File: src/rtl/ahb_burst_write_master.sv
// AHB-Lite write master: drains a single-clock FWFT FIFO onto the bus as
// INCR4/8/16 or SINGLE transfers that never cross a 1 KB boundary.
module ahb_burst_write_master #(
    parameter int unsigned ADDRESSWIDTH  = 32,
    parameter int unsigned DATAWIDTH     = 32,
    parameter int unsigned FIFODEPTH     = 32,
    parameter int unsigned FIFODEPTH_LOG = 5,
    parameter int unsigned MAX_BURST     = 16
) (
    input  logic                      clk,
    input  logic                      reset,
    input  logic                      control_go,
    input  logic [ADDRESSWIDTH-1:0]   control_write_base,
    input  logic [ADDRESSWIDTH-1:0]   control_write_length,
    input  logic                      control_fixed_location,
    input  logic [2:0]                data_size,
    output logic                      control_done,
    output logic                      abort,
    input  logic                      user_write_buffer,
    input  logic [DATAWIDTH-1:0]      user_buffer_data,
    output logic                      user_buffer_full,
    output logic [FIFODEPTH_LOG:0]    fifo_level,
    output logic                      HSEL,
    input  logic                      HREADY,
    input  logic [1:0]                HRESP,
    output logic                      HREADYIN,
    output logic [ADDRESSWIDTH-1:0]   HADDR,
    output logic [DATAWIDTH-1:0]      HWDATA,
    output logic                      HWRITE,
    output logic [2:0]                HSIZE,
    output logic [2:0]                HBURST,
    output logic [3:0]                HPROT,
    output logic [1:0]                HTRANS
);
    localparam int unsigned AW    = ADDRESSWIDTH;
    localparam int unsigned LW    = FIFODEPTH_LOG + 1;
    localparam int unsigned LANES = DATAWIDTH / 8;
    localparam logic [2:0] MAX_SIZE = (DATAWIDTH == 64) ? 3'd3 : 3'd2;

    localparam logic [2:0] S_IDLE = 3'd0, S_ADDR = 3'd1, S_SEQ = 3'd2,
                           S_LAST = 3'd3, S_DONE = 3'd4, S_ERR  = 3'd5;
    localparam logic [1:0] T_IDLE = 2'b00, T_NONSEQ = 2'b10, T_SEQ = 2'b11;
    localparam logic [2:0] B_SINGLE = 3'b000, B_INCR4 = 3'b011,
                           B_INCR8  = 3'b101, B_INCR16 = 3'b111;

    // FIFO storage and pointers
    logic [DATAWIDTH-1:0]     mem [FIFODEPTH];
    logic [FIFODEPTH_LOG-1:0] wr_ptr, rd_ptr;
    logic [LW-1:0]            count, count_nxt;
    logic                     full_q, push, pop;
    logic [DATAWIDTH-1:0]     fifo_head, wdata_rep;

    // Bus / transfer state
    logic [2:0]    state, state_nxt;
    logic [1:0]    htrans, htrans_nxt;
    logic [2:0]    hburst, hburst_nxt;
    logic [AW-1:0] haddr, haddr_nxt;
    logic [AW-1:0] remaining, remaining_nxt;
    logic [4:0]    beats_left, beats_nxt;
    logic          fixed_q, fixed_nxt;
    logic [2:0]    hsize_q, hsize_nxt;
    logic          data_phase, data_phase_nxt;
    logic [DATAWIDTH-1:0] hwdata;
    logic          done_q, abort_q;
    logic [AW-1:0] step, go_step;
    logic          accept, err;
    logic [2:0]    burst_pick;
    logic [4:0]    burst_len;

    assign step      = AW'(1) << hsize_q;
    assign go_step   = AW'(1) << data_size;
    assign accept    = htrans[1] && HREADY;
    assign err       = data_phase && !HREADY && (HRESP == 2'b01);
    assign push      = user_write_buffer && !full_q;
    assign pop       = accept;
    assign count_nxt = count + LW'(push) - LW'(pop);
    assign fifo_head = mem[rd_ptr];

    function automatic logic burst_fits(input logic [4:0] n, input logic [2:0] sz,
                                        input logic [AW-1:0] rem, input logic [9:0] ofs,
                                        input logic [LW-1:0] lvl);
        logic [AW-1:0] span;
        logic [10:0]   end_ofs;
        span    = AW'(n) << sz;
        end_ofs = {1'b0, ofs} + (11'(n) << sz);
        return (rem >= span) && (LW'(n) <= lvl) && (end_ofs <= 11'd1024);
    endfunction

    // Largest legal burst for the next NONSEQ; ascending order lets the biggest win
    always_comb begin
        burst_pick = B_SINGLE;
        burst_len  = 5'd1;
        if (!fixed_q) begin
            if (burst_fits(5'd4, hsize_q, remaining, haddr[9:0], count)) begin
                burst_pick = B_INCR4;
                burst_len  = 5'd4;
            end
            if (MAX_BURST >= 8 && burst_fits(5'd8, hsize_q, remaining, haddr[9:0], count)) begin
                burst_pick = B_INCR8;
                burst_len  = 5'd8;
            end
            if (MAX_BURST >= 16 && burst_fits(5'd16, hsize_q, remaining, haddr[9:0], count)) begin
                burst_pick = B_INCR16;
                burst_len  = 5'd16;
            end
        end
    end

    // Narrow transfers replicate the active bytes across every lane
    always_comb begin
        wdata_rep = '0;
        for (int i = 0; i < int'(LANES); i++)
            wdata_rep[8*i +: 8] = fifo_head[8*(i & ((1 << hsize_q) - 1)) +: 8];
    end

    always_comb begin
        state_nxt      = state;
        htrans_nxt     = htrans;
        hburst_nxt     = hburst;
        haddr_nxt      = haddr;
        remaining_nxt  = remaining;
        beats_nxt      = beats_left;
        fixed_nxt      = fixed_q;
        hsize_nxt      = hsize_q;
        data_phase_nxt = accept ? 1'b1 : (HREADY ? 1'b0 : data_phase);
        if (accept) begin
            remaining_nxt = remaining - step;
            if (!fixed_q) haddr_nxt = haddr + step;
        end
        if (err) begin
            // errored beat was already debited at address acceptance; give it back
            state_nxt      = S_ERR;
            htrans_nxt     = T_IDLE;
            remaining_nxt  = remaining + step;
            data_phase_nxt = 1'b0;
        end else begin
            case (state)
                S_IDLE, S_DONE, S_ERR: begin
                    if (control_go) begin
                        haddr_nxt     = control_write_base;
                        remaining_nxt = control_write_length;
                        fixed_nxt     = control_fixed_location;
                        hsize_nxt     = data_size;
                        htrans_nxt    = T_IDLE;
                        if (data_size > MAX_SIZE || (control_write_length & (go_step - AW'(1))) != '0)
                            state_nxt = S_ERR;
                        else if (control_write_length == '0)
                            state_nxt = S_DONE;
                        else
                            state_nxt = S_ADDR;
                    end
                end
                S_ADDR, S_SEQ: begin
                    if (state == S_ADDR && htrans == T_IDLE) begin
                        if (count != '0) begin
                            htrans_nxt = T_NONSEQ;
                            hburst_nxt = burst_pick;
                            beats_nxt  = burst_len;
                        end
                    end else if (accept) begin
                        if (beats_left > 5'd1) begin
                            state_nxt  = S_SEQ;
                            htrans_nxt = T_SEQ;
                            beats_nxt  = beats_left - 5'd1;
                        end else begin
                            htrans_nxt = T_IDLE;
                            state_nxt  = (remaining != step) ? S_ADDR : S_LAST;
                        end
                    end
                end
                S_LAST: if (HREADY) state_nxt = S_DONE;
                default: state_nxt = S_IDLE;
            endcase
        end
    end

    always_ff @(posedge clk) begin
        if (reset) begin
            state      <= S_IDLE;
            htrans     <= T_IDLE;
            hburst     <= B_SINGLE;
            haddr      <= '0;
            remaining  <= '0;
            beats_left <= '0;
            fixed_q    <= 1'b0;
            hsize_q    <= 3'b010;
            data_phase <= 1'b0;
            hwdata     <= '0;
            done_q     <= 1'b0;
            abort_q    <= 1'b0;
            wr_ptr     <= '0;
            rd_ptr     <= '0;
            count      <= '0;
            full_q     <= 1'b0;
        end else begin
            state      <= state_nxt;
            htrans     <= htrans_nxt;
            hburst     <= hburst_nxt;
            haddr      <= haddr_nxt;
            remaining  <= remaining_nxt;
            beats_left <= beats_nxt;
            fixed_q    <= fixed_nxt;
            hsize_q    <= hsize_nxt;
            data_phase <= data_phase_nxt;
            if (accept) hwdata <= wdata_rep;
            done_q     <= (state_nxt == S_DONE);
            abort_q    <= (state_nxt == S_ERR);
            if (push) wr_ptr <= wr_ptr + FIFODEPTH_LOG'(1);
            if (pop)  rd_ptr <= rd_ptr + FIFODEPTH_LOG'(1);
            count      <= count_nxt;
            full_q     <= (count_nxt == LW'(FIFODEPTH));
        end
    end

    always_ff @(posedge clk) begin
        if (push) mem[wr_ptr] <= user_buffer_data;
    end

    assign control_done     = done_q;
    assign abort            = abort_q;
    assign user_buffer_full = full_q;
    assign fifo_level       = count;
    assign HSEL             = 1'b1;
    assign HREADYIN         = HREADY;
    assign HADDR            = haddr;
    assign HWDATA           = hwdata;
    assign HWRITE           = 1'b1;
    assign HSIZE            = hsize_q;
    assign HBURST           = hburst;
    assign HPROT            = 4'b0011;
    assign HTRANS           = htrans;
endmodule

File: config.mk
export PLATFORM = sky130hd
export DESIGN_NAME = ahb_burst_write_master
export DESIGN_NICKNAME = d
export VERILOG_FILES = /design/src/rtl/ahb_burst_write_master.sv
export SDC_FILE = /design/constraint.sdc
export NUM_CORES = 1
export LEC_CHECK = 0
export CELL_PAD_IN_SITES_DETAIL_PLACEMENT = 1
export CELL_PAD_IN_SITES_GLOBAL_PLACEMENT = 2
export CORE_UTILIZATION = 35
export DETAILED_ROUTE_END_ITERATION = 8
export HOLD_SLACK_MARGIN = 0.08
export PLACE_DENSITY_LB_ADDON = 0.1
export SLEW_MARGIN = 20
export SYNTH_ARGS = -nofsm -noshare
export SYNTH_HDL_FRONTEND = slang
export SYNTH_SLANG_ARGS = --single-unit
File: constraint.sdc
create_clock -name clk -period 6.7 [get_ports clk]
set_input_delay 2.01 -clock clk [delete_from_list [all_inputs] [get_ports clk]]
set_output_delay 2.01 -clock clk [all_outputs]
set_load 0.02 [all_outputs]
==> results of run 1 <==
-- flip-flops by register name, indices dropped and copies added, names as in the netlist, named ones only --
name	flops
HWDATA	32
data_phase	1
user_buffer_full	1
HTRANS	2
HSIZE	3
rd_ptr	5
beats_left	5
remaining	32
control_done	1
wr_ptr	5
mem	1024
fixed_q	1
HADDR	32
abort	1
HBURST	3
state	3
fifo_level	6
-- metal layers --
layer / GRT usage [%] / up-vias / routed length (um) / share of wire, %
li1: - / 12000 / - / -
met1: 27.1 / 14500 / 63200 / 42
met2: 36.1 / 692 / 74200 / 50
met3: 3.89 / 214 / 7150 / 4.8
met4: 7.06 / 6 / 4380 / 2.9
met5: 0.480 / - / 117 / 0.079
-- cell families after synthesis --
| logic type | count (synthesis) |
|---|---|
| DFF | 1162 |
| AOI/OAI and AO/OA | 347 |
| and+or+nand+nor | 576 |
| adders and majority gates | 94 |
| xor gates and xnor gates | 84 |
| muxes | 377 |
| buffers and inverters | 221 |
| other | 2 |
-- power groups by stage --
stage / Sequential [uW] / Clock, uW / Combinational [uW]
finish: 8260 / 7090 / 2090
global route: 8280 / 7530 / 2280
CTS: 8260 / 7280 / 2150
detailed placement: 8420 / 0 / 2140
global placement: 8410 / 0 / 2100
floorplan: 8380 / 0 / 1190
-- Yosys cell counts, types with 18 or more instances --
cell                       number  share of area (%)
sky130_fd_sc_hd__nor2_1       193                1.5
sky130_fd_sc_hd__edfxtp_1    1024                 63
sky130_fd_sc_hd__inv_1         58               0.44
sky130_fd_sc_hd__clkbuf_1      82               0.63
sky130_fd_sc_hd__o21ai_0       38               0.39
sky130_fd_sc_hd__nor3_1        43               0.44
sky130_fd_sc_hd__xnor2_1       57                1.0
sky130_fd_sc_hd__ha_1          87                2.2
sky130_fd_sc_hd__buf_2         37               0.38
sky130_fd_sc_hd__mux4_2       292                 13
sky130_fd_sc_hd__mux2i_1       83                1.7
sky130_fd_sc_hd__nor4_1        21               0.27
sky130_fd_sc_hd__dfxtp_1      138                5.6
sky130_fd_sc_hd__buf_1         19               0.15
sky130_fd_sc_hd__xor2_1        27               0.48
sky130_fd_sc_hd__a311oi_1      24               0.43
sky130_fd_sc_hd__nand2_1      142                1.1
sky130_fd_sc_hd__nand4_1       18               0.23
sky130_fd_sc_hd__a21oi_1       85               0.87
sky130_fd_sc_hd__o211ai_1      19               0.29
sky130_fd_sc_hd__nand3_1       36               0.37
sky130_fd_sc_hd__a211oi_1      53               0.81
-- path summary, 6_finish.rpt --
| path | slack (ns) | startpoint | endpoint |
|---|---|---|---|
| worst max register to register | 1.98 | HSIZE[2] | beats_left[2] |
| worst min register to register | 0.46 | HWDATA[4] | HWDATA[4] |
| worst min-delay path | 0.46 | HWDATA[4] | HWDATA[4] |
| worst max-delay path | 1.42 | HREADY | HREADYIN |
-- through the flow --
step	cells	power [uW]
2_1_floorplan	2867	9570
3_3_place_gp	4880	10500
3_5_place_dp	4880	10600
4_1_cts	5119	17700
5_1_grt	5119	18100
6_report	5119	17400
-- final cells by class --
type	count	area, um2	share of cell area [%]
clock buffer	177	3570	6.15
clock inverter	62	647	1.11
inverter	61	229	0.394
multi-input combinational	1484	14900	25.7
sequential	1162	33500	57.7
tap	1876	2350	4.04
timing repair buffer	297	2840	4.89
==> run metrics, run 1 <==
effective utilization at floorplan a little over a third; number of primary I/O pins 195; commonest cells after routing, fill and taps aside sky130_fd_sc_hd__edfxtp_1, sky130_fd_sc_hd__mux4_2, sky130_fd_sc_hd__clkdlybuf4s50_1; slew at the pin closest to its max-slew limit 0.989 ns; Gate Count Post-Synth 2863; sequence of cells on the critical path clkdlybuf4s50_1 -> clkdlybuf4s50_1; drt initial violations roughly 1800; final worst setup slack 1.42 ns; antenna-violating nets left 0; post-CTS clock slew at the launch and capture registers of the worst setup and hold paths roughly 0.060 ns; maximum fanout along the worst path 7; Final TNS setup 0 ns; fraction of power consumed by sequential logic a little under half; IO Port Bufs between 150 and 200; total clock sinks around 1200; switching power as a share of total power between 20% and 30%; kind of critical path input pin to output pin; share of synthesized cell area in full adder, half adder and majority cells around 2.5%; Post-Syn Area 49100 um2; clock tree from TritonCTS yes; Placed Area around 54000 um2; Die H between 300 and 400 um; NetSw between 4000 and 5000 uW; post-layout min period between 5 and 6 ns; Pwr per Cell Area 300 nW/um2; Ys Warns 0; count of hold buffers inserted by post-cts repair 0; family with the most delay on the worst path buffers and inverters; dominant synthesized flop cell sky130_fd_sc_hd__edfxtp_1; RSZ-0062 raised after global routing false; critical path depth 2; total overflow reported by the global router 0; Crit path arrival time 3.27 ns; final count of pins violating max slew 0; syn avg cell area around 17 um2; number of antenna violations at the first check in global routing 4; worst hold margin ~0.46 ns; failing checks DRC; Cell Rows approximately 140; mux share of post-synthesis cell area between 10% and 20%; Max-Cap Viols 0; clock network fraction of design power 40.6%; nets@finish around 3300; overall fraction of global-route tracks in use a little over a fifth; number of storage elements in the synthesis netlist around 1200; H-tree level count 4; vias per cell between 5 and 6; utilization after layout between 40% and 50%; area share of and/or/nand/nor cells after synthesis around 5.7%; Avg WL per Cell approximately 29 um; vias in the first global route roughly 30000; number of buffers created by CTS 133; largest family of logic cells by synthesized area multiplexers; root cell of the clock tree sky130_fd_sc_hd__clkbuf_16; layout cells sized above 1 between 20% and 30%; Internal approximately 13000 uW; buffer depth of the longest clock path 3; Worst setup EP type output pin; vias after detailed routing roughly 27000; number of unique standard cell types used by synthesis 92; maximum number of pins on one net before global-route repair roughly 80; clk_lat worst skew ~0.8 ns; core area roughly 140000 um2; PostCTS Resize Cnt 0; remaining design rule violation count 2; Cells on Worst Hold Path 2; clock skew after layout about 0.027 ns; worst slack at placement about 1.4 ns; power share of the combinational group a little under an eighth; Final Hold Vio Count 0; sequential cell area fraction in the yosys report approximately two thirds; commonest non-fill, non-tap cell in the layout sky130_fd_sc_hd__edfxtp_1; global-route wire length before repair roughly 210000 um; status finished, violations left; gp weighted congestion roughly 0.83; synthesis-to-finish area growth 18.2%; class of the tightest hold or removal check register to register; critical path's largest stage delay roughly 0.66 ns; number of optimization iterations in the first detailed-route pass 7; count of fill cells added during filler insertion approximately 13000; maximum clock frequency approximately 190 MHz; Synth Area in Compound Gates 4.90%; leak pwr 0.0181 uW; critical path's most frequent cell sky130_fd_sc_hd__clkdlybuf4s50_1; number of diodes added for antenna fixing 0; remaining max-slew budget at the tightest pin 34.0%; proportion of register bits with asynchronous set or reset after synthesis 0%; CP Buf/Inv Count 2; worst vdd ir ~0.22 mV; Die Footprint ~140000 um2; data required time of the worst path 4.69 ns; crit share post-route 78.9%; die boundary width 377 um; worst reg2reg path depth 12; final instance area around 58000 um2; XOR/XNOR Fraction of Synth Area under 10%; count of flip-flops with a built-in enable after synthesis roughly 1000; final WL between 100000 and 150000 um; Slowest cell on crit path sky130_fd_sc_hd__clkdlybuf4s50_1; critical path launch point type input pin; Setup Fix Bufs, Post-CTS 0; post-detailed-placement half-perimeter wirelength ~95000 um; Final Setup Violations 0
Note: power is estimated with default switching activity, not from simulation.
==> run 2, diff against run 1 <==
Clock period 6.7 ns to 5.5 ns, I/O delays scaled along.
==> run 2 against run 1 <==
The run now ends clean. Clock-buffer cell count decreased by 9. Register-to-register slack lost 0.96 ns. Die area stayed put. Via count increased by 0.32%. Combinational power increased by 19%. Clock power rose by 22%. Routed wire length decreased by 0.40%. Highest routed layer unchanged. Global-route usage decreased by 0.13 points. Clock skew is 0.0068 ns higher. Critical endpoint unchanged. Cell area barely moved. First-iteration DRC count up 16%.
==> run metrics, run 2 (same netlist as run 1, synthesis figures left out) <==
status completed; Worst Setup EP HREADYIN; post-detailed-placement half-perimeter wirelength 92100 um (-2.6%); launching element of the worst setup path HREADY; PostCTS Resize Cnt 0 (unchanged); max reg flops 1024 (unchanged); synthesis-to-finish area growth 18.3% (about the same); final WL 148000 um (-0.40%); clock tree from TritonCTS yes; data required time of the worst path 3.85 ns (-0.84 ns); remaining max-slew budget at the tightest pin 25.7% (-8.3 points); total clock sinks 1162 (unchanged); antenna-violating nets left 0 (unchanged); register-to-register setup slack 1.02 ns (-0.96 ns); number of antenna violations at the first check in global routing 8 (+4); Crit path arrival time 2.97 ns (-0.30 ns); Final Setup Violations 0 (unchanged); clock skew after layout 0.0338 ns (+0.00680 ns); total overflow reported by the global router 0 (unchanged); drt initial violations 2103 (+16%); Pwr per Cell Area 365 nW/um2 (+22%); final count of pins violating max slew 0 (unchanged); NetSw 5340 uW (+20%); maximum number of pins on one net before global-route repair 84 (+6.3%); power share of the combinational group 11.7% (-0.3 points); worst vdd ir 0.300 mV (+35%); family with the most delay on the worst path buffers and inverters; die boundary width 377 um (unchanged); Largest Register mem; CP Buf/Inv Count 2 (unchanged); Max-Cap Viols 0 (unchanged); worst reg2reg path depth 13 (+1); fraction of power consumed by sequential logic 47.4% (about the same); root cell of the clock tree sky130_fd_sc_hd__clkbuf_16; utilization after layout 41.7% (about the same); commonest non-fill, non-tap cell in the layout sky130_fd_sc_hd__edfxtp_1; post-layout min period approximately 4.6 ns; count of fill cells added during filler insertion 13400 (-0.48%); core area 139000 um2 (unchanged); critical path depth 2 (unchanged); IO Port Bufs 188 (unchanged); commonest cells after routing, fill and taps aside sky130_fd_sc_hd__edfxtp_1, sky130_fd_sc_hd__mux4_2, sky130_fd_sc_hd__clkdlybuf4s50_1; maximum clock frequency about 220 MHz; switching power as a share of total power 25.2% (-0.28 points); sequence of cells on the critical path clkdlybuf4s50_1 -> clkdlybuf4s50_1; Die Footprint 142000 um2 (unchanged); Worst setup EP type output pin; H-tree level count 4 (unchanged); effective utilization at floorplan 35.3% (unchanged); critical path's largest stage delay 0.67 ns (about the same); layout cells sized above 1 21.2% (+0.54 points); buffer depth of the longest clock path 3 (unchanged); critical path's most frequent cell sky130_fd_sc_hd__clkdlybuf4s50_1; slew at the pin closest to its max-slew limit 1.11 ns (+0.122 ns); reg-to-reg endpoint beats_left[2]; number of buffers created by CTS 134 (+0.75%); post-CTS clock slew at the launch and capture registers of the worst setup and hold paths 0.05 ns (about the same); Setup Fix Bufs, Post-CTS 0 (unchanged); Die H 377 um (unchanged); kind of critical path input pin to output pin; Final Hold Vio Count 0 (unchanged); Cell Rows 137 (unchanged); remaining design rule violation count 0 (-2); class of the tightest hold or removal check register to register; gp weighted congestion 0.827 (+0.11%); clk_lat worst skew 0.76 ns (-0.02 ns); RSZ-0062 raised after global routing false; Slowest cell on crit path sky130_fd_sc_hd__clkdlybuf4s50_1; vias after detailed routing 27600 (+0.32%); critical path launch point type input pin; Final TNS setup 0 ns (unchanged); crit share post-route a little over four fifths; clock network fraction of design power 40.9% (+0.3 points); vias in the first global route 29600 (-0.027%); overall fraction of global-route tracks in use 21.1% (-0.13 points); nets@finish 3330 (-0.30%); vias per cell 5.40 (+0.62%); startpoint of the lowest-slack register-to-register path HSIZE[0]; count of hold buffers inserted by post-cts repair 0 (unchanged); leak pwr 0.0182 uW (+0.23%); maximum fanout along the worst path 7 (unchanged); global-route wire length before repair 213000 um (-0.37%); number of primary I/O pins 195 (unchanged); Avg WL per Cell 29.1 um (-0.11%); Internal 15900 uW (+22%); number of optimization iterations in the first detailed-route pass 7 (unchanged)
## run 2: per-layer routing
layer / vias up / GRT usage (%) / routed length [um]
li1: 12000 / - / -
met1: 14700 / 28.8 / 65900
met2: 679 / 34.7 / 72000
met3: 199 / 3.54 / 7270
met4: 2 / 5.74 / 3200
met5: - / 0 / 13
## run 2: power by group through the flow
stage | sequential [uW] | combinational [uW] | clock (uW)
floorplan | 10200 | 1450 | 0
global placement | 10200 | 2510 | 0
detailed placement | 10200 | 2550 | 0
CTS | 10100 | 2560 | 8910
global route | 10100 | 2730 | 9200
finish | 10100 | 2490 | 8680
## run 2: how the worst min path moves through the flow
stage | startpoint | to | slack, ns | depth (start not counted)
final | HWDATA[4] | HWDATA[4] | 0.46 | 2
after global routing | HWDATA[3] | HWDATA[3] | 0.49 | 2
after CTS | HWDATA[4] | HWDATA[4] | 0.47 | 2
after detailed placement | HWDATA[4] | HWDATA[4] | 0.46 | 2
after global placement | HWDATA[3] | HWDATA[3] | 0.46 | 2
after floorplan | rd_ptr[1] | register | 0.47 | 2
## run 2: final cells by class
type | instances | area (um2) | share of cell area [%]
flip-flops and latches | 1162 | 33500 | 57.7
multi-input cells | 1484 | 14900 | 25.7
clock buffers | 168 | 3580 | 6.17
repair buffers | 286 | 2840 | 4.89
well taps | 1876 | 2350 | 4.04
clock inverters | 66 | 676 | 1.16
inverters | 61 | 229 | 0.394
diodes | 1 | 2.50 | 0.00430
## run 2: metrics by stage
step / cell area [um2] / hold WS, ns / power, uW / instances / worst slack [ns]
2_1_floorplan: 49100 / 0.468 / 11700 / 2867 / 0.368
3_3_place_gp: 54000 / 0.458 / 12700 / 4869 / 0.810
4_1_cts: 58200 / 0.466 / 21500 / 5103 / 0.864
6_report: 58100 / 0.462 / 21200 / 5104 / 0.877
5_1_grt: 58100 / 0.494 / 22000 / 5104 / 0.703
3_5_place_dp: 54000 / 0.458 / 12800 / 4869 / 0.748
==> run 3, diff against run 2 <==
Clock period 5.5 ns to 4.5 ns, I/O delays scaled along.
==> run 3 against run 2 <==
Sequential cell count did not move. Routed wire length shrank 0.57%. Sequential share of layout area down 0.26 points. Sequential power increased by 22%. First-iteration DRC count decreased by 20%. Cell count increased by 0.98%. Non-clock buffer count grew 47. Via count up 0.48%. Utilization is 0.19 points higher. Global-route usage is 0.14 points lower. Power is 21% higher. Worst setup slack got worse by 0.41 ns. Highest routed layer is now met4.
==> run metrics, run 3 (same netlist as run 1, synthesis figures left out) <==
clock tree from TritonCTS yes; post-detailed-placement half-perimeter wirelength 94000 um (+2.0%); clock skew after layout 0.0320 ns (-0.00183 ns); commonest cells after routing, fill and taps aside sky130_fd_sc_hd__edfxtp_1, sky130_fd_sc_hd__mux4_2, sky130_fd_sc_hd__clkdlybuf4s50_1; number of buffers created by CTS 133 (-0.75%); Placed Area 54300 um2 (+0.65%); final instance area 58400 um2 (+0.45%); final WL 148000 um (-0.57%); Final TNS setup 0 ns (unchanged); drt initial violations 1678 (-20%); number of antenna violations at the first check in global routing 9 (+1); worst slack at placement 0.0800 ns (-0.668 ns); buffer depth of the longest clock path 3 (unchanged); family with the most delay on the worst path compound AO/OA/AOI/OAI gates; final count of pins violating max slew 0 (unchanged); total clock sinks 1162 (unchanged); Avg WL per Cell 28.6 um (-1.5%); H-tree level count 4 (unchanged); data required time of the worst path 5.18 ns (+1.33 ns); Worst setup EP type register; final worst setup slack 0.464 ns (-0.413 ns); clk_lat worst skew 0.76 ns (about the same); synthesis-to-finish area growth 18.8%; Crit path arrival time 4.71 ns (+1.74 ns); CP Buf/Inv Count 2 (unchanged); sequence of cells on the critical path or3_1 -> clkinv_1 -> ha_1 -> inv_1 -> fa_1 -> nor4b_1 -> o221ai_1 -> a2111o_1 -> a211oi_1 -> o211ai_1 -> or4b_1 -> a211oi_2; Setup Fix Bufs, Post-CTS 0 (unchanged); root cell of the clock tree sky130_fd_sc_hd__clkbuf_16; global-route wire length before repair 213000 um (-0.18%); number of primary I/O pins 195 (unchanged); remaining design rule violation count 0 (unchanged); vias after detailed routing 27700 (+0.48%); Largest Register mem; Slowest cell on crit path sky130_fd_sc_hd__or4b_1; kind of critical path register to register; layout cells sized above 1 21.7% (+0.52 points); commonest non-fill, non-tap cell in the layout sky130_fd_sc_hd__edfxtp_1; total overflow reported by the global router 0 (unchanged); core area 139000 um2 (unchanged); Final Non-Filler Cells 5154 (+0.98%); leak pwr 0.0183 uW (+0.84%); Die H 377 um (unchanged); Pwr per Cell Area 441 nW/um2 (+21%); Max-Cap Viols 0 (unchanged); effective utilization at floorplan 35.3% (unchanged); number of diodes added for antenna fixing 0 (-1); antenna-violating nets left 0 (unchanged); vias per cell 5.37 (-0.50%); worst vdd ir 0.346 mV (+15%); vias in the first global route 29900 (+1.1%); remaining max-slew budget at the tightest pin 26.7% (+0.99 points); class of the tightest hold or removal check register to register; post-CTS clock slew at the launch and capture registers of the worst setup and hold paths 0.06 ns (about the same); critical path's largest stage delay 0.54 ns (-0.13 ns); worst hold margin 0.459 ns (-0.00310 ns); max reg flops 1024 (unchanged); Final Setup Violations 0 (unchanged); Cell Rows 137 (unchanged); RSZ-0062 raised after global routing false; Die Footprint 142000 um2 (unchanged); gp weighted congestion 0.802 (-3.1%); critical path launch point type register; PostCTS Resize Cnt 0 (unchanged); instance count after placement with tap cells included 4916 (+0.97%); overall fraction of global-route tracks in use 20.9% (-0.14 points); maximum clock frequency between 200 and 250 MHz; slew at the pin closest to its max-slew limit 1.10 ns (-0.0148 ns); crit share post-route between 80% and 90%; post-layout min period just over 4 ns; maximum number of pins on one net before global-route repair 67 (-20%); maximum fanout along the worst path 11 (+4); IO Port Bufs 188 (unchanged); die boundary width 377 um (unchanged); nets@finish 3376 (+1.4%); Final Hold Vio Count 0 (unchanged); number of optimization iterations in the first detailed-route pass 5 (-2); status completed; count of hold buffers inserted by post-cts repair 0 (unchanged)
## run 3: changes by cell type in the layout (fill, tap and decap cells not counted), moves of 3 or more
cell and delta:
sky130_fd_sc_hd__clkbuf_1 +5, sky130_fd_sc_hd__clkdlybuf4s50_1 +4, sky130_fd_sc_hd__inv_6 -4, sky130_fd_sc_hd__buf_4 +46, sky130_fd_sc_hd__clkinv_1 +9, sky130_fd_sc_hd__a221oi_1 +4
sky130_fd_sc_hd__clkbuf_8 -3, sky130_fd_sc_hd__a221oi_2 -4, sky130_fd_sc_hd__buf_2 -4
## run 3: path summary, 6_finish.rpt
path | slack (ns) | from | to | depth (start not counted)
worst max-delay path | 0.46 | HSIZE[1] | beats_left[2] | 12
worst min-delay path | 0.46 | HWDATA[21] | HWDATA[21] | 2
worst max register to register | 0.46 | HSIZE[1] | beats_left[2] | 12
worst min register to register | 0.46 | HWDATA[21] | HWDATA[21] | 2
## run 3: power breakdown
part           internal, uW  switching [uW]  leakage [uW]
registers             12000             256        0.0104
logic                  1280            1830       0.00597
clock network          5910            4430       0.00201
total                 19200            6520        0.0183
## run 3: stage by stage
step	utilization [%]	power, uW
after global placement	39.0	15600
after floorplan	-	14300
after CTS	42.0	26100
after detailed placement	39.0	15700
final	41.9	25700
after global routing	41.9	26700
## run 3: routing by layer
| metal | GRT usage [%] | up-vias | share of wire (%) |
|---|---|---|---|
| met3 | 3.15 | 199 | 4.2 |
| met2 | 35.9 | 638 | 50 |
| li1 | - | 12100 | - |
| met1 | 27.6 | 14800 | 43 |
| met5 | 0 | - | 0 |
| met4 | 5.63 | 0 | 2.1 |
## run 3: layout make-up
class,instances,area (um2)
clock inverter,70,643
clock buffer,168,3510
fill,13500,81000
tap,1876,2350
sequential,1162,33500
multi-input combinational,1484,14900
inverter,61,229
timing repair buffer,333,3230
## run 3: worst register-to-register path: stages, from the launching register on
cell                       delay (ns)
sky130_fd_sc_hd__dfxtp_1         0.39
sky130_fd_sc_hd__or3_1           0.43
sky130_fd_sc_hd__clkinv_1        0.13
sky130_fd_sc_hd__ha_1            0.18
sky130_fd_sc_hd__inv_1           0.06
sky130_fd_sc_hd__fa_1            0.47
sky130_fd_sc_hd__nor4b_1         0.37
sky130_fd_sc_hd__o221ai_1        0.20
sky130_fd_sc_hd__a2111o_1        0.42
sky130_fd_sc_hd__a211oi_1        0.29
sky130_fd_sc_hd__o211ai_1        0.26
sky130_fd_sc_hd__or4b_1          0.54
sky130_fd_sc_hd__a211oi_2        0.22
